## config.mk

```make
export PLATFORM = sky130hd
export DESIGN_NAME = channel_activity_detector
export DESIGN_NICKNAME = d
export VERILOG_FILES = /design/src/rtl/channel_activity_detector.sv
export SDC_FILE = /design/constraint.sdc
export NUM_CORES = 1
export LEC_CHECK = 0
export BUFFER_PORTS_ARGS = -buffer_cell sky130_fd_sc_hd__buf_2
export CAP_MARGIN = 15
export CORE_ASPECT_RATIO = 0.75
export CORE_MARGIN = 1
export CORE_UTILIZATION = 55
export CTS_CLUSTER_DIAMETER = 50
export CTS_CLUSTER_SIZE = 40
export DETAILED_ROUTE_END_ITERATION = 10
export GPL_ROUTABILITY_DRIVEN = 1
export PLACE_DENSITY = 0.88
export SLEW_MARGIN = 20
export SYNTH_ARGS = -nofsm -noshare
export SYNTH_HDL_FRONTEND = slang
export SYNTH_SLANG_ARGS = --single-unit
```

## constraint.sdc

```tcl
create_clock -name clk -period 8.9 [get_ports clk]
set_input_delay 1.78 -clock clk [delete_from_list [all_inputs] [get_ports clk]]
set_output_delay 1.78 -clock clk [all_outputs]
set_load 0.03 [all_outputs]
```

## src/rtl/channel_activity_detector.sv

```systemverilog
// Windowed |I|+|Q| energy detector with on/hang hysteresis; gates samples through when the channel is on.
// Optional CHANNEL_DET_AVG_OUT_EN adds avg_level/avg_valid outputs reporting each window average.
module channel_activity_detector #(
  parameter int WIN_LOG2  = 6,
  parameter int ON_WINS   = 2,
  parameter int HANG_WINS = 4
) (
  input  logic        clk,
  input  logic        rst,
  input  logic [31:0] in_bus,
  input  logic        in_valid,
  input  logic [16:0] thr_on,
  input  logic [16:0] thr_off,
  output logic        mode,
  output logic [31:0] out_bus,
  output logic        out_valid
`ifdef CHANNEL_DET_AVG_OUT_EN
  ,
  output logic [16:0] avg_level,
  output logic        avg_valid
`endif
);

  localparam int ACC_W = 17 + WIN_LOG2;
  localparam logic [WIN_LOG2-1:0] CNT_ONE = 1;

  typedef enum logic [1:0] {IDLE, ARM, ACTIVE, HANG} state_t;

  state_t              state_reg, state_next;
  logic [3:0]          on_cnt_reg, on_cnt_next;
  logic [3:0]          hang_cnt_reg, hang_cnt_next;
  logic [ACC_W-1:0]    acc_reg;
  logic [WIN_LOG2-1:0] cnt_reg;

  logic [16:0]      i_ext, q_ext, abs_i, abs_q, mag, avg;
  logic [ACC_W-1:0] acc_sum;
  logic             win_end, mode_next;

  // Sign-extend before negating so that -32768 maps to +32768 without wrap.
  assign i_ext   = {in_bus[31], in_bus[31:16]};
  assign q_ext   = {in_bus[15], in_bus[15:0]};
  assign abs_i   = i_ext[16] ? (17'd0 - i_ext) : i_ext;
  assign abs_q   = q_ext[16] ? (17'd0 - q_ext) : q_ext;
  assign mag     = abs_i + abs_q;
  assign acc_sum = acc_reg + ACC_W'(mag);
  assign win_end = in_valid && (cnt_reg == '1);
  assign avg     = acc_sum[ACC_W-1:WIN_LOG2];

  always_comb begin
    state_next    = state_reg;
    on_cnt_next   = on_cnt_reg;
    hang_cnt_next = hang_cnt_reg;
    if (win_end) begin
      case (state_reg)
        IDLE: begin
          if (avg >= thr_on) begin
            if (ON_WINS == 1) begin
              state_next = ACTIVE;
            end else begin
              state_next  = ARM;
              on_cnt_next = 4'd1;
            end
          end
        end
        ARM: begin
          if (avg >= thr_on) begin
            if (on_cnt_reg + 4'd1 == 4'(ON_WINS)) begin
              state_next  = ACTIVE;
              on_cnt_next = 4'd0;
            end else begin
              on_cnt_next = on_cnt_reg + 4'd1;
            end
          end else begin
            state_next  = IDLE;
            on_cnt_next = 4'd0;
          end
        end
        ACTIVE: begin
          if (avg < thr_off) begin
            if (HANG_WINS == 1) begin
              state_next = IDLE;
            end else begin
              state_next    = HANG;
              hang_cnt_next = 4'd1;
            end
          end
        end
        default: begin
          if (avg >= thr_off) begin
            state_next    = ACTIVE;
            hang_cnt_next = 4'd0;
          end else if (hang_cnt_reg + 4'd1 == 4'(HANG_WINS)) begin
            state_next    = IDLE;
            hang_cnt_next = 4'd0;
          end else begin
            hang_cnt_next = hang_cnt_reg + 4'd1;
          end
        end
      endcase
    end
  end

  assign mode_next = (state_next == ACTIVE) || (state_next == HANG);

  always_ff @(posedge clk) begin
    if (rst) begin
      state_reg    <= IDLE;
      on_cnt_reg   <= 4'd0;
      hang_cnt_reg <= 4'd0;
      acc_reg      <= '0;
      cnt_reg      <= '0;
      mode         <= 1'b0;
      out_bus      <= 32'd0;
      out_valid    <= 1'b0;
    end else begin
      state_reg    <= state_next;
      on_cnt_reg   <= on_cnt_next;
      hang_cnt_reg <= hang_cnt_next;
      mode         <= mode_next;
      out_bus      <= mode_next ? in_bus : 32'd0;
      out_valid    <= in_valid;
      if (win_end) begin
        acc_reg <= '0;
        cnt_reg <= '0;
      end else if (in_valid) begin
        acc_reg <= acc_sum;
        cnt_reg <= cnt_reg + CNT_ONE;
      end
    end
  end

`ifdef CHANNEL_DET_AVG_OUT_EN
  always_ff @(posedge clk) begin
    if (rst) begin
      avg_level <= 17'd0;
      avg_valid <= 1'b0;
    end else begin
      avg_valid <= win_end;
      if (win_end) begin
        avg_level <= avg;
      end
    end
  end
`endif

endmodule

```

* After elaboration in Yosys (flattened, before gate mapping)
Index checks and enable logic that the tools add are counted.
** Word-level totals
- Output and inout port bits :: 34
- Register bits after elaboration :: 73
- Input bits :: 69
- Logic and storage cells :: 56
** Operators by class
- Eq/ne operators :: 9
- $lt $le $gt $ge :: 3
- Mux-type cells :: 18
- Add/sub/neg operators :: 7
- Reduce and logical (&&, ||, !) cells :: 9
- Bitwise gates (word level) :: 2
** Operators by type and width (count)
- 17-bit >= comparator :: 2
- 17-bit two-way mux :: 2
- 1-bit by 16-bit subtractor with 17-bit output (first input constant) :: 2
- 4-bit two-way mux :: 6
- 23-bit by 17-bit adder with 23-bit output :: 1
- 17-bit adder :: 1
- 17-bit < comparator :: 1
- 4-bit case mux with 2 select lines :: 2
- 2-bit two-way mux :: 7
- 4-bit by 1-bit adder with 4-bit output (second input constant) :: 2
- 6-bit by 1-bit adder with 6-bit output (second input constant) :: 1
- 2-bit == test (second input constant) :: 3
- 6-bit == test (second input constant) :: 1
- 2-bit case mux with 3 select lines :: 1
- 3-bit AND reduction :: 2
- 2-bit OR reduction :: 3
- 4-bit by 2-bit == test with 1-bit output (second input constant) :: 1
- 4-bit by 3-bit == test with 1-bit output (second input constant) :: 1
- 2-bit != test (second input constant) :: 2
- 2-bit by 1-bit == test with 1-bit output (second input constant) :: 1
- 2-bit zero test :: 1
- 1-bit inverter :: 2
- 2-bit nonzero test :: 1
- 1-bit logical AND :: 1
- 1-bit logical OR :: 1

* Depth between registers and ports, before layout
- Word-level depth :: 12
- Depth in mapped cells :: 30
- Mapped depth without buffers :: 29

* Least setup slack after synthesis
OpenSTA, ideal clock, no wires.
- Path type :: input-to-reg
- Start point :: input in_bus[6]
- End point :: register out_bus[20]
- Stages :: 24
- Path slack :: 1.135 ns
- Data required time :: 8.842 ns
- Setup time :: 0.058 ns
- Data arrival time :: 7.707 ns
- Buffers on the path :: 1
- Cells stage by stage :: or4_4 -> or3_4 -> or4_4 -> o21ai_0 -> xnor2_1 -> ha_1 -> and3_1 -> a31o_2 -> o41ai_1 -> xnor2_1 -> ha_1 -> nand3_1 -> a211oi_1 -> o41ai_2 -> nor2_1 -> xor2_1 -> ha_1 -> nand4_1 -> or2_2 -> a311oi_1 -> nor3_1 -> a211oi_1 -> clkbuf_1 -> and2_2
** On the way
- Longest elaborated chain between the ends :: 12
- Elaborated cells on any way between the ends :: 18
** RTL lines
- start, declared :: RTL line 10 : input logic [31:0] in_bus,
- 1-bit by 16-bit subtractor with 17-bit output :: RTL line 43 : assign abs_q = q_ext[16] ? (17'd0 - q_ext) : q_ext;
- 17-bit two-way mux * :: RTL line 43
- 17-bit adder * :: RTL line 44 : assign mag = abs_i + abs_q;
- 23-bit by 17-bit adder with 23-bit output * :: RTL line 45 : assign acc_sum = acc_reg + ACC_W'(mag);
- net acc_sum[21] :: RTL line 36 : logic [ACC_W-1:0] acc_sum;
- 17-bit >= comparator, or another cell as far along :: RTL line 89 : if (avg >= thr_off) begin
- 2-bit two-way mux, on equally long branches
- 2-bit case mux with 3 select lines * :: RTL line 54 : case (state_reg)
- 2-bit two-way mux * :: RTL line 53 : if (win_end) begin
- 2-bit == test :: RTL line 103 : assign mode_next = (state_next == ACTIVE) || (state_next == HANG);
- 1-bit logical OR * :: RTL line 103
- 1-bit inverter (no source line) *
- 2-bit OR reduction (no source line) *
- end signal, assigned :: RTL line 120 : out_bus <= mode_next ? in_bus : 32'd0;
- end, declared :: RTL line 15 : output logic [31:0] out_bus,
Mark *: on every way through the listed nets, which the timed path passes. The rest lies on a longest branch.
A chain may end at the register's enable or synchronous reset.

* Worst setup path after layout
- Start point :: input in_bus[17]
- End point :: register out_bus[7]
** On the way
- Longest elaborated chain between the ends :: 12
- Elaborated cells on any way between the ends :: 18
** RTL lines
- 1-bit by 16-bit subtractor with 17-bit output :: RTL line 42 : assign abs_i = i_ext[16] ? (17'd0 - i_ext) : i_ext;
- 17-bit two-way mux * :: RTL line 42
- 17-bit adder * :: RTL line 44
- 23-bit by 17-bit adder with 23-bit output * :: RTL line 45
- net acc_sum[21] :: RTL line 36
- 17-bit >= comparator, or another cell as far along :: RTL line 89
- 2-bit two-way mux, on equally long branches
- 2-bit case mux with 3 select lines * :: RTL line 54
- 2-bit two-way mux * :: RTL line 53
- 2-bit == test :: RTL line 103
- 1-bit logical OR * :: RTL line 103
- 1-bit inverter (no source line) *
- 2-bit OR reduction (no source line) *
Marks and branches as above.

==> out/summary.txt <==
Final GP Congestion -> 0.9075
Peak Freq -> 119.5 MHz
Initial Util -> 0.5800
Clock share of power -> 0.254
CTS Buffer Depth -> 2
Count of yosys warnings during synthesis -> 0
RSZ-0062 raised after global routing -> false
TritonRoute pass-1 iters -> 5
Crit path max-delay family -> compound AO/OA/AOI/OAI gates
Top FF cell, synth -> dfxtp_1
Wire length per cell -> 15.86 um
Pwr/cell area -> 252.1 nW/um^2
Worst path required time -> 9.17 ns
Global route total overflow -> 0
Startpoint Class -> input pin
Slowest cell on crit path -> o41ai_2
Register Area -> 1461 um^2
1st-iter DRT viols -> 401
Max cap viols -> 0
Core Rows -> 31
Setup slack at placement -> 0.1837 ns
WHS -> 0.4927 ns
CORE AREA -> 9891 um^2
Peak supply drop -> 161.1 uV
Fill cells -> 775
P&R area growth vs syn -> 17.45%
Crit-path max FO -> 33
Antenna Cells -> 0
Synth Net Count -> 837
Final worst slack -> 0.5315 ns
Clock skew -> 0.006709 ns
CTS root buf -> clkbuf_16
Layout cells sized above 1 -> 0.1784
H-tree level count -> 3
# nets final -> 937
Synth Cell Area -> 5737 um^2
Asr flop ratio synth -> 0
Period Utilization, post-route -> 0.9403
Die area -> 10,850 um^2
I/O Buffers -> 102
HPWL Detailed -> 11.22 mm
Area of the multi-input gates -> 4035 um^2
Post-synth cell types -> 60
Reg clk slew, reported paths -> 0.06 ns
Final WL -> 14.72 mm
Net switching power -> 0.6794 mW
Syn avg cell area -> 8.302 um^2
Fin crit period -> 8.368 ns
Post-synth EDFFs -> 0
Slew Viols, Final -> 0
Worst Path Buf+Inv -> 2
Largest net degree at the start of global routing -> 34
Internal power -> 1.019 mW
TritonCTS Sinks -> 73
Via count of the first global-routing pass -> 5,323
Clock latency on the worst-skew pair -> 0.34 ns
ANT nets after route -> 0
Least-Margin Pin Slew -> 0.8087 ns
Crit path top cell by count -> nor2_1
Crit Path Category -> in -> reg
Max reg flops -> 32
Reg power frac -> 0.219
First-pass GRT wire length -> 24.22 mm
Count of final setup violators -> 0
Total CTS buffers -> 9
Worst Setup End Kind -> register
Finished Core Util -> 0.6812
Sequential fraction of the synthesis area -> 0.2547
Leakage -> 3.249 nW
CTS tree -> built
Gate power share -> 0.526
Setup TNS -> 0 ns
Post-synthesis cell count -> 691
Switching share of power -> 0.3999
CP peak stage delay -> 0.53 ns
Ports -> 103
Slew margin rel. -> 0.4589
Vert. Die Dim -> 90.45 um
Outcome -> finished, final reports clean
DRC viols -> 0
Hold Fails Final Rpt -> 0
Synth Register Bits -> 73
Chip width -> 119.9 um
Crit path arrival time -> 8.64 ns
Initial antenna violation count -> 0
Vias per cell -> 5.958
Hold crit path type -> reg -> reg
Routed vias -> 5,529
GRT Total Usage -> 0.2744
==> tightest hold or removal path: stages (launching register included) <==
cell and delay (ns):
dfxtp_1 0.31, nor2_1 0.08, a211oi_1 0.05
==> Yosys cell counts (all sizes together) (15+ instances only) <==
master | instances | area [um^2]
a211oi | 16 | 120.1
a21o | 18 | 135.1
a21oi | 41 | 205.2
and2 | 33 | 207.7
dfxtp | 73 | 1461
ha | 75 | 938.4
inv | 52 | 195.2
mux2i | 17 | 170.2
nand2 | 43 | 161.4
nand3 | 15 | 75.07
nor2 | 60 | 225.2
o21ai | 35 | 175.2
xnor2 | 49 | 429.2
==> final cells by class <==
class / instances / share of cell area
multi-input combinational: 551 / 0.5989
timing repair buffer: 104 / 0.07799
sequential: 73 / 0.2169
tap: 132 / 0.02451
clock inverter: 4 / 0.01467
clock buffer: 12 / 0.03807
inverter: 52 / 0.02897
==> per-layer routing <==
metal  track usage  vias to the layer above  wire, um
li1              -                     2676         -
met1        0.3698                     2594      6571
met2        0.4301                      225      6684
met3       0.05619                       34      1150
met4        0.1000                        0       312
met5             0                        -         0
==> power by group through the flow <==
stage          clock network [mW]  registers (mW)  logic, mW
2_1_floorplan                   0           0.373      0.660
3_3_place_gp                    0           0.376      0.811
3_5_place_dp                    0           0.378      0.863
4_1_cts                     0.433           0.371      0.879
5_1_grt                     0.449           0.375       1.00
6_report                    0.432           0.372      0.894
==> cells in the final DEF (no fill, tap or decap), drive strengths merged, types with 7 or more instances in the layout <==
cell type	instances
buf	104
inv	52
xor2	13
o31ai	11
or3	9
a211oi	16
and3	7
a21o	18
and2	33
ha	75
o21a	8
nand2	43
mux2i	17
dfxtp	73
o21ai	35
nor3	12
xnor2	49
nand4	9
nand2b	8
nor2	60
a21oi	41
o41ai	8
clkbuf	12
nand3	15
==> path summary, 6_finish.rpt <==
path         depth (start not counted)        from              end  slack, ns
max                                 28  in_bus[17]       out_bus[7]       0.53
min reg2reg                          2  acc_reg[2]       acc_reg[2]       0.49
max reg2reg                         17  acc_reg[0]  hang_cnt_reg[1]       3.74
min                                  2  acc_reg[2]       acc_reg[2]       0.49
==> cells by family (layout without fill, tap and decap cells) <==
kind of cell | Yosys count | after routing | synth area share
simple gates | 224 | 224 | 0.2039
mux | 17 | 17 | 0.02966
fa+ha+maj | 77 | 77 | 0.1706
flops | 73 | 73 | 0.2547
xor+xnor | 62 | 62 | 0.09466
compound gates | 171 | 171 | 0.2026
buf+inv | 67 | 172 | 0.04384
==> stage by stage <==
step                cells  total power, mW  cell area (um^2)
global route          928            1.825              6738
global placement      912            1.187              6376
detailed placement    912            1.241              6376
finish                928            1.699              6738
floorplan             691            1.033              5737
CTS                   928            1.683              6731
==> timing repair <==
item	in CTS	in global routing
buffers inserted	0	0
setup endpoints to repair	0	33
hold buffers	0	0
resized for setup	0	1
No activity file was read; power rests on OpenSTA's default activity.
